`config.mk`:
```
export PLATFORM = sky130hd
export DESIGN_NAME = sample_packet_tx
export DESIGN_NICKNAME = d
export VERILOG_FILES = /design/src/rtl/sample_packet_tx.sv
export SDC_FILE = /design/constraint.sdc
export NUM_CORES = 1
export LEC_CHECK = 0
export CORE_ASPECT_RATIO = 0.75
export CORE_UTILIZATION = 61
export DETAILED_ROUTE_END_ITERATION = 16
export PLACE_DENSITY = 0.79
export SYNTH_ARGS = -nofsm -noshare
export SYNTH_HDL_FRONTEND = slang
export SYNTH_SLANG_ARGS = --single-unit
```
`constraint.sdc`:
```
create_clock -name clk -period 4.55 [get_ports clk]
set_input_delay 0.6825 -clock clk [delete_from_list [all_inputs] [get_ports clk]]
set_output_delay 0.6825 -clock clk [all_outputs]
set_load 0.1 [all_outputs]
```
`src/rtl/sample_packet_tx.sv`:
```
// Packs 3-bit samples five per 16-bit word, buffers the words in a FIFO and
// frames them as header/sequence/payload packets on a valid/ready word stream.
module sample_packet_tx #(
    parameter int          PAYLOAD_WORDS = 256,
    parameter int          FIFO_DEPTH    = 16,
    parameter logic [15:0] HEADER_WORD   = 16'hA5C3
) (
    input  logic        clk,
    input  logic        reset_n,
    input  logic        enable,
    input  logic        sample_valid,
    input  logic [2:0]  sample_data,
    output logic        word_valid,
    output logic [15:0] word_data,
    input  logic        word_ready,
    output logic        pkt_start,
    output logic        pkt_end,
    output logic        overflow,
    output logic [8:0]  pkt_count
);

    localparam int AW = $clog2(FIFO_DEPTH);
    localparam int CW = AW + 1;
    localparam logic [CW-1:0] DEPTH_C  = CW'(FIFO_DEPTH);
    localparam logic [8:0]    LAST_IDX = 9'(PAYLOAD_WORDS - 1);

    typedef enum logic [1:0] {IDLE, HDR, SEQ, PAY} state_t;

    logic [2:0]  slot_q, slot_d;
    logic [11:0] pack_q, pack_d;
    logic        push_q, push_d;
    logic [15:0] push_word_q, push_word_d;

    logic [15:0]   mem_q [FIFO_DEPTH];
    logic [AW-1:0] wr_ptr_q, wr_ptr_d;
    logic [AW-1:0] rd_ptr_q, rd_ptr_d;
    logic [CW-1:0] cnt_q, cnt_d;
    logic [CW-1:0] cnt_after_pop;
    logic          overflow_q, overflow_d;
    logic          pop, push_ok;
    logic [15:0]   head_next;

    state_t      state_q, state_d;
    logic        word_valid_q, word_valid_d;
    logic [15:0] word_data_q, word_data_d;
    logic        pkt_start_q, pkt_start_d;
    logic        pkt_end_q, pkt_end_d;
    logic [8:0]  pay_cnt_q, pay_cnt_d;
    logic [8:0]  seq_q, seq_d;
    logic        xfer;

    // Slots 0..3 accumulate in pack_q; the fifth sample completes the word directly.
    always_comb begin
        slot_d      = slot_q;
        pack_d      = pack_q;
        push_d      = 1'b0;
        push_word_d = push_word_q;
        if (!enable) begin
            slot_d = 3'd0;
        end else if (sample_valid) begin
            if (slot_q == 3'd4) begin
                push_d      = 1'b1;
                push_word_d = {1'b0, sample_data, pack_q};
                slot_d      = 3'd0;
            end else begin
                case (slot_q)
                    3'd0:    pack_d[2:0]  = sample_data;
                    3'd1:    pack_d[5:3]  = sample_data;
                    3'd2:    pack_d[8:6]  = sample_data;
                    3'd3:    pack_d[11:9] = sample_data;
                    default: pack_d       = pack_q;
                endcase
                slot_d = slot_q + 3'd1;
            end
        end
    end

    // The FIFO head is the word on the bus during payload, so a pop is a payload transfer.
    always_comb begin
        xfer          = word_valid_q && word_ready;
        pop           = (state_q == PAY) && xfer;
        push_ok       = push_q && ((cnt_q != DEPTH_C) || pop);
        overflow_d    = overflow_q | (push_q & ~push_ok);
        cnt_d         = cnt_q + CW'(push_ok) - CW'(pop);
        cnt_after_pop = cnt_q - CW'(pop);
        wr_ptr_d      = wr_ptr_q + AW'(push_ok);
        rd_ptr_d      = rd_ptr_q + AW'(pop);
        head_next     = (cnt_after_pop != '0) ? mem_q[rd_ptr_d] : push_word_q;
    end

    always_comb begin
        state_d      = state_q;
        word_valid_d = word_valid_q;
        word_data_d  = word_data_q;
        pkt_start_d  = pkt_start_q;
        pkt_end_d    = pkt_end_q;
        pay_cnt_d    = pay_cnt_q;
        seq_d        = seq_q;
        case (state_q)
            IDLE: begin
                word_valid_d = 1'b0;
                word_data_d  = 16'h0000;
                pkt_start_d  = 1'b0;
                pkt_end_d    = 1'b0;
                if (cnt_q != '0) begin
                    state_d      = HDR;
                    word_valid_d = 1'b1;
                    word_data_d  = HEADER_WORD;
                    pkt_start_d  = 1'b1;
                end
            end
            HDR: begin
                if (xfer) begin
                    state_d     = SEQ;
                    word_data_d = {7'b0, seq_q};
                    pkt_start_d = 1'b0;
                end
            end
            SEQ: begin
                if (xfer) begin
                    state_d      = PAY;
                    pay_cnt_d    = 9'd0;
                    word_valid_d = (cnt_d != '0);
                    word_data_d  = head_next;
                    pkt_end_d    = (LAST_IDX == 9'd0);
                end
            end
            PAY: begin
                if (xfer && (pay_cnt_q == LAST_IDX)) begin
                    state_d      = IDLE;
                    word_valid_d = 1'b0;
                    word_data_d  = 16'h0000;
                    pkt_end_d    = 1'b0;
                    seq_d        = seq_q + 9'd1;
                end else begin
                    if (xfer) begin
                        pay_cnt_d = pay_cnt_q + 9'd1;
                    end
                    word_valid_d = (cnt_d != '0);
                    word_data_d  = head_next;
                    pkt_end_d    = (pay_cnt_d == LAST_IDX);
                end
            end
            default: state_d = IDLE;
        endcase
    end

    // Word storage carries no reset; only pointers and count define its contents.
    always_ff @(posedge clk) begin
        if (push_ok) begin
            mem_q[wr_ptr_q] <= push_word_q;
        end
    end

    always_ff @(posedge clk or negedge reset_n) begin
        if (!reset_n) begin
            slot_q       <= 3'd0;
            pack_q       <= 12'h000;
            push_q       <= 1'b0;
            push_word_q  <= 16'h0000;
            wr_ptr_q     <= '0;
            rd_ptr_q     <= '0;
            cnt_q        <= '0;
            overflow_q   <= 1'b0;
            state_q      <= IDLE;
            word_valid_q <= 1'b0;
            word_data_q  <= 16'h0000;
            pkt_start_q  <= 1'b0;
            pkt_end_q    <= 1'b0;
            pay_cnt_q    <= 9'd0;
            seq_q        <= 9'd0;
        end else begin
            slot_q       <= slot_d;
            pack_q       <= pack_d;
            push_q       <= push_d;
            push_word_q  <= push_word_d;
            wr_ptr_q     <= wr_ptr_d;
            rd_ptr_q     <= rd_ptr_d;
            cnt_q        <= cnt_d;
            overflow_q   <= overflow_d;
            state_q      <= state_d;
            word_valid_q <= word_valid_d;
            word_data_q  <= word_data_d;
            pkt_start_q  <= pkt_start_d;
            pkt_end_q    <= pkt_end_d;
            pay_cnt_q    <= pay_cnt_d;
            seq_q        <= seq_d;
        end
    end

    assign word_valid = word_valid_q;
    assign word_data  = word_data_q;
    assign pkt_start  = pkt_start_q;
    assign pkt_end    = pkt_end_q;
    assign overflow   = overflow_q;
    assign pkt_count  = seq_q;

endmodule
```
After elaboration in Yosys (flattened, before gate mapping)
Memory sizes are Yosys's and may differ from the RTL's.
Index checks and enable logic that the tools add are counted.
{"block": "totals", "register_bits": 84, "latchBits": 0, "ramBits": 240, "rom_bits": 0, "input_bits": 8, "mem_count": 1}
{"name": "mem_q", "words": 16, "width": 15, "read_ports": 1, "rd_ports_with_merged_regs": 0, "wr": 1, "line_no": "34", "source": "logic [15:0] mem_q [FIFO_DEPTH];"}
{"block": "classes", "addsub": 8, "n_mul": 0, "n_div": 0, "magnitude_cmp": 0, "n_eq_ne": 16, "n_shift": 0, "n_mux": 33, "bitwise": 4, "n_reduce_logical": 24}
{"op": "16-bit 2-to-1 mux", "count": 5}
{"op": "16-bit one-hot mux with 4 select lines", "count": 1}
{"op": "9-bit 2-to-1 mux", "count": 5}
{"op": "4-bit AND reduction", "count": 5}
{"op": "9-bit by 1-bit adder with 9-bit output (second input constant)", "count": 2}
{"op": "9-bit by 8-bit == test with 1-bit output (second input constant)", "count": 2}
{"op": "9-bit one-hot mux with 2 select lines", "count": 1}
{"op": "5-bit nonzero test", "count": 3}
{"op": "1-bit 2-to-1 mux", "count": 10}
{"op": "5-bit by 1-bit subtractor with 5-bit output", "count": 2}
{"op": "3-bit 2-to-1 mux", "count": 3}
{"op": "4-bit by 1-bit adder with 4-bit output", "count": 2}
{"op": "2-bit 2-to-1 mux", "count": 4}
{"op": "2-bit != test (second input constant)", "count": 4}
{"op": "2-bit one-hot mux with 4 select lines", "count": 1}
{"op": "2-bit AND reduction", "count": 4}
{"op": "3-bit by 2-bit == test with 1-bit output (second input constant)", "count": 2}
{"op": "1-bit one-hot mux with 3 select lines", "count": 2}
{"op": "3-bit AND reduction", "count": 2}
{"op": "5-bit by 1-bit adder with 5-bit output", "count": 1}
{"op": "5-bit != test (second input constant)", "count": 1}
{"op": "2-bit == test (second input constant)", "count": 2}
{"op": "1-bit logical AND", "count": 4}
{"op": "2-bit by 1-bit != test with 1-bit output (second input constant)", "count": 2}
{"op": "other kinds (13)", "count": 15}

Longest topological paths before layout
{"block": "logic_depth", "ltp_word": 9, "ltp_mapped": 14}

Least setup slack after synthesis
No wires, ideal clock.
{"block": "synth_path", "path_kind": "reg-to-reg", "start": "register word_valid_q, in the netlist word_valid", "end": "register word_data_q[12], in the netlist word_data[12]", "arrival_time_ns": 3.443, "required_time_ns": 4.424, "setup_slack_ns": 0.981, "stages_incl_launch_ff": 12, "path_buffers": 3, "path_cell_list": "dfrtp_1 > and2_1 > buf_2 > nand2_1 > inv_1 > ha_1 > ha_1 > buf_2 > clkbuf_1 > mux4_2 > mux4_2 > a221o_1"}
{"block": "synth_via", "elab_chain_len": 7, "elab_cells_between_ends": 14}
{"element": "start, declared", "line_no": "44", "source": "logic word_valid_q, word_valid_d;"}
{"element": "start signal, assigned", "line_no": "182", "source": "word_valid_q <= word_valid_d;"}
{"element": "1-bit logical AND (*)", "line_no": "80", "source": "xfer = word_valid_q && word_ready;"}
{"element": "1-bit logical AND (*)", "line_no": "81", "source": "pop = (state_q == PAY) && xfer;"}
{"element": "4-bit by 1-bit adder with 4-bit output (*)", "line_no": "87", "source": "rd_ptr_d = rd_ptr_q + AW'(pop);"}
{"element": "net rd_ptr_d[1]", "line_no": "36", "source": "logic [AW-1:0] rd_ptr_q, rd_ptr_d;"}
{"element": "memory read 16 x 15 bit (*)"}
{"element": "16-bit 2-to-1 mux (*)", "line_no": "88", "source": "head_next = (cnt_after_pop != '0) ? mem_q[rd_ptr_d] : push_word_q;"}
{"element": "16-bit 2-to-1 mux, on equally long branches", "line_no": "129, 120"}
{"element": "16-bit one-hot mux with 4 select lines (*)", "line_no": "99", "source": "case (state_q)"}
{"element": "end signal, assigned", "line_no": "183", "source": "word_data_q <= word_data_d;"}
{"element": "end, declared", "line_no": "45", "source": "logic [15:0] word_data_q, word_data_d;"}
The timed path passes the listed nets; every way through them passes the cells marked *. The select of a mux whose other input is x is not followed.
A chain may end at the register's enable or synchronous reset.

Final worst setup path
{"block": "layout_path", "start": "register state_q[0]", "end": "register word_data_q[3], in the netlist word_data[3]"}
{"block": "layout_via", "elab_chain_len": 7, "elab_cells_between_ends": 16}
{"element": "start, declared", "line_no": "43", "source": "state_t state_q, state_d;"}
{"element": "start signal, assigned", "line_no": "181", "source": "state_q <= state_d;"}
{"element": "2-bit == test (*)", "line_no": "81"}
{"element": "1-bit logical AND (*)", "line_no": "81"}
{"element": "4-bit by 1-bit adder with 4-bit output (*)", "line_no": "87"}
{"element": "net rd_ptr_d[1]", "line_no": "36"}
{"element": "memory read 16 x 15 bit (*)"}
{"element": "16-bit 2-to-1 mux (*)", "line_no": "88"}
{"element": "16-bit 2-to-1 mux, on equally long branches", "line_no": "129, 120"}
{"element": "16-bit one-hot mux with 4 select lines (*)", "line_no": "99"}
Marks and branches as above.

==> flow_summary.yaml <==
timing:
  tightest_slew_ns: 0.9953
  slew_headroom_pct: 33.44
  max_clock_freq_ghz: 0.2561
  slew_violations: 0
  finClkSkew_ns: 0.01579
  finalSetupViolCount: 0
  finalHoldViolations: 0
  fin_crit_sh_pct: 85.81
  grt_setup_unrepaired: "false"
  period_minus_slack_ns: 3.905
  final.setup.tns_ns: 0
pwr:
  report.power.total_mw: 9.213
  clkPwrFrac_pct: 27.0
  leakage_nw: 5.949
  max-vdd-ir-drop_uv: 345.0
  p_per_area_nw_per_um2: 603.7
  combPwrFrac_pct: 34.3
  power.net_switching_mw: 3.139
  internal-power_mw: 6.074
  seqPwrFrac_pct: 38.6
  p_sw_share_pct: 34.07
layout:
  area_growth_pct: 13.32
  drive_gt1_share_pct: 17.66
  layoutNonFillerInstCount: 1177
  design_area_um2: 15260
  finalNetCount: 902
  n_antenna_cell: 0
synthesis:
  syn_inst: 804
  synth_nets: 840
  ys_ff_latch: 324
  synth-edff-count: 240
  yosys.area.top_type: "edfxtp_1"
  synth_most_common_cell: "edfxtp_1"
  yosys-top-cells-area: "edfxtp_1 54%, dfrtp_1 16%, mux4_2 9.4%, ha_1 2.5%, nand2_1 2.1%"
  synth_cell_types: 52
  syn_area_per_cell_um2: 16.75
  syn_area_um2: 13470
  async_flop_share_pct: 25.93
  synth_top_flop_cell: "edfxtp_1"
  synth_top_area_share_pct: 53.52
  ys_warn_count: 0
  ys_seq_area_share_pct: 69.13
  synth.top_cells.by_count: "240 x edfxtp_1, 84 x dfrtp_1, 76 x nand2_1"
critical_path:
  start_kind: "register"
  crit_type: "register to register"
  crit_top_cell: "buf_4"
  endpoint_kind: "register"
  r2r_slack_ns: 0.65
  cp_top_family: "adder cells"
  critPathRequiredTime_ns: 5.01
  crit_fanout: 19
  crit_chain: "ha_1 > nand2_1 > inv_1 > ha_4 > ha_2 > buf_4 > buf_4 > mux4_2 > mux2i_1 > or4_1 > a31oi_1"
  cp.arrival_ns: 4.37
  r2r-start: "state_q[0]"
  rr_worst_depth: 11
  timing.rr.end: "word_data[3]"
  max_stage_delay_ns: 0.64
  cp_num_buf_inv: 3
  crit_slowest_cell: "ha_1"
clocking:
  cts.path.max_buffers: 3
  cts_setup_buffers: 0
  cts_hold_buf: 0
  cts_tree: "done"
  cts_sinks: 324
  ctsResizeCount: 0
  cts_made_buffers: 29
  clock_latency_ns: 0.55
  clock-root-buffer: "clkbuf_16"
  clk_pin_slew_worst_paths_ns: 0.07
  htreeDepth: 1
floorplanning:
  core_um2: 21410
  die_x_um: 173.6
  die_h_um: 130.7
  start_util_pct: 62.90
  pin_count: 37
  num_rows: 46
  dieArea_um2: 22680
run_status:
  status: "finished clean"
grt:
  antenna_found_initial: 1
  grt_use_total_pct: 27.47
  grt_pass1_wl_um: 45540
  grt_max_degree: 48
  grt_pass1_vias: 7535
  grt-ovfl-total: 0
route:
  drt_first_iter_violations: 1003
  vias: 7681
  wl_per_cell_um: 25.29
  viasPerCell: 6.526
  drcViolationCount: 0
  ant_nets: 0
  drt-total-wl_um: 29770
  first_pass_iters: 5
placed_design:
  place_inst: 1123
  hpwl_um: 18360
  gp_congestion: 0.8770
  placed_area_um2: 14290
  placement.io_buffers: 36
flow_run:
  max-cap-violations: 0
min_path:
  min_path_type: "primary input to asynchronous set/reset pin"
cells by family after synthesis:
kind of cell | Yosys count | share of synthesized area (%)
mux | 94 | 13.52
compound gates | 88 | 4.451
simple gates | 194 | 7.052
flops | 324 | 69.13
buf+inv | 56 | 1.895
xor+xnor | 20 | 1.301
fa+ha+maj | 28 | 2.657
per-layer routing:
layer / vias to the layer above / share of wire [%] / track usage [%]
li1: 3275 / - / -
met1: 3943 / 40 / 39.10
met2: 403 / 49 / 44.93
met3: 58 / 8.4 / 3.819
met4: 2 / 2.5 / 9.214
met5: - / 0.044 / 0
through the flow:
stage                     worst slack (ns)  hold slack [ns]  util (%)
after global placement              0.5683           0.4462     66.75
after CTS                           0.7067           0.1735     71.28
after floorplan                     0.9809           0.3869         -
final                               0.6454           0.1643     71.28
after global routing                0.5089           0.2249     71.28
after detailed placement            0.4339           0.4479     66.75
worst register-to-register path, delay by kind of cell (launching register included):
kind,cells,cell delay (ns)
DFF,1,0.42
muxes,2,0.39
buffers and inverters,3,0.89
AOI/OAI and AO/OA,1,0.17
adders and majority gates,3,1.21
and+or+nand+nor,2,0.76
power by group through the flow:
stage	clock network [mW]	registers, mW	logic (mW)
floorplan	0	4.03	1.93
global placement	0	3.60	3.04
detailed placement	0	3.61	3.14
CTS	2.53	3.56	3.17
global route	2.63	3.58	3.37
finish	2.49	3.56	3.16
state kept, by name (all words and copies together), names as in the netlist:
| register | flops |
|---|---|
| word_valid | 1 |
| word_data | 16 |
| pkt_end | 1 |
| push_q | 1 |
| state_q | 2 |
| cnt_q | 5 |
| mem_q | 240 |
| pay_cnt_q | 9 |
| wr_ptr_q | 4 |
| rd_ptr_q | 4 |
| pkt_start | 1 |
| pack_q | 12 |
| slot_q | 3 |
| overflow | 1 |
| pkt_count | 9 |
| push_word_q | 15 |
worst max-delay path by stage:
stage	startpoint	end	cells past startpoint
global route	state_q[0]	word_data[3]	11
floorplan	word_valid	word_data[12]	11
global placement	word_ready	word_data[8]	11
finish	state_q[0]	word_data[3]	11
CTS	state_q[0]	word_data[3]	11
detailed placement	word_ready	word_data[4]	12
cell type report:
type / count / area (um^2)
Timing Repair Buffer: 67 / 590.6
Multi-Input combinational cell: 424 / 3956
Inverter: 20 / 75.07
Sequential cell: 324 / 9309
Clock inverter: 17 / 193.9
Tap cell: 288 / 360.3
Fill cell: 1304 / 6150
Clock buffer: 37 / 775.7
placed cells by master (no fill, tap or decap), types with 12 or more instances in the layout:
master,instances
edfxtp_1,240
dfrtp_1,84
nand2_1,76
mux4_2,56
clkdlybuf4s50_1,35
buf_4,32
nor2_1,30
clkbuf_16,29
ha_1,25
inv_1,20
nand3_1,20
a21oi_1,18
o21ai_0,16
mux2i_1,15
mux2_2,13
xnor2_1,12
or4_1,12
Power figures use the tool's default switching activity.
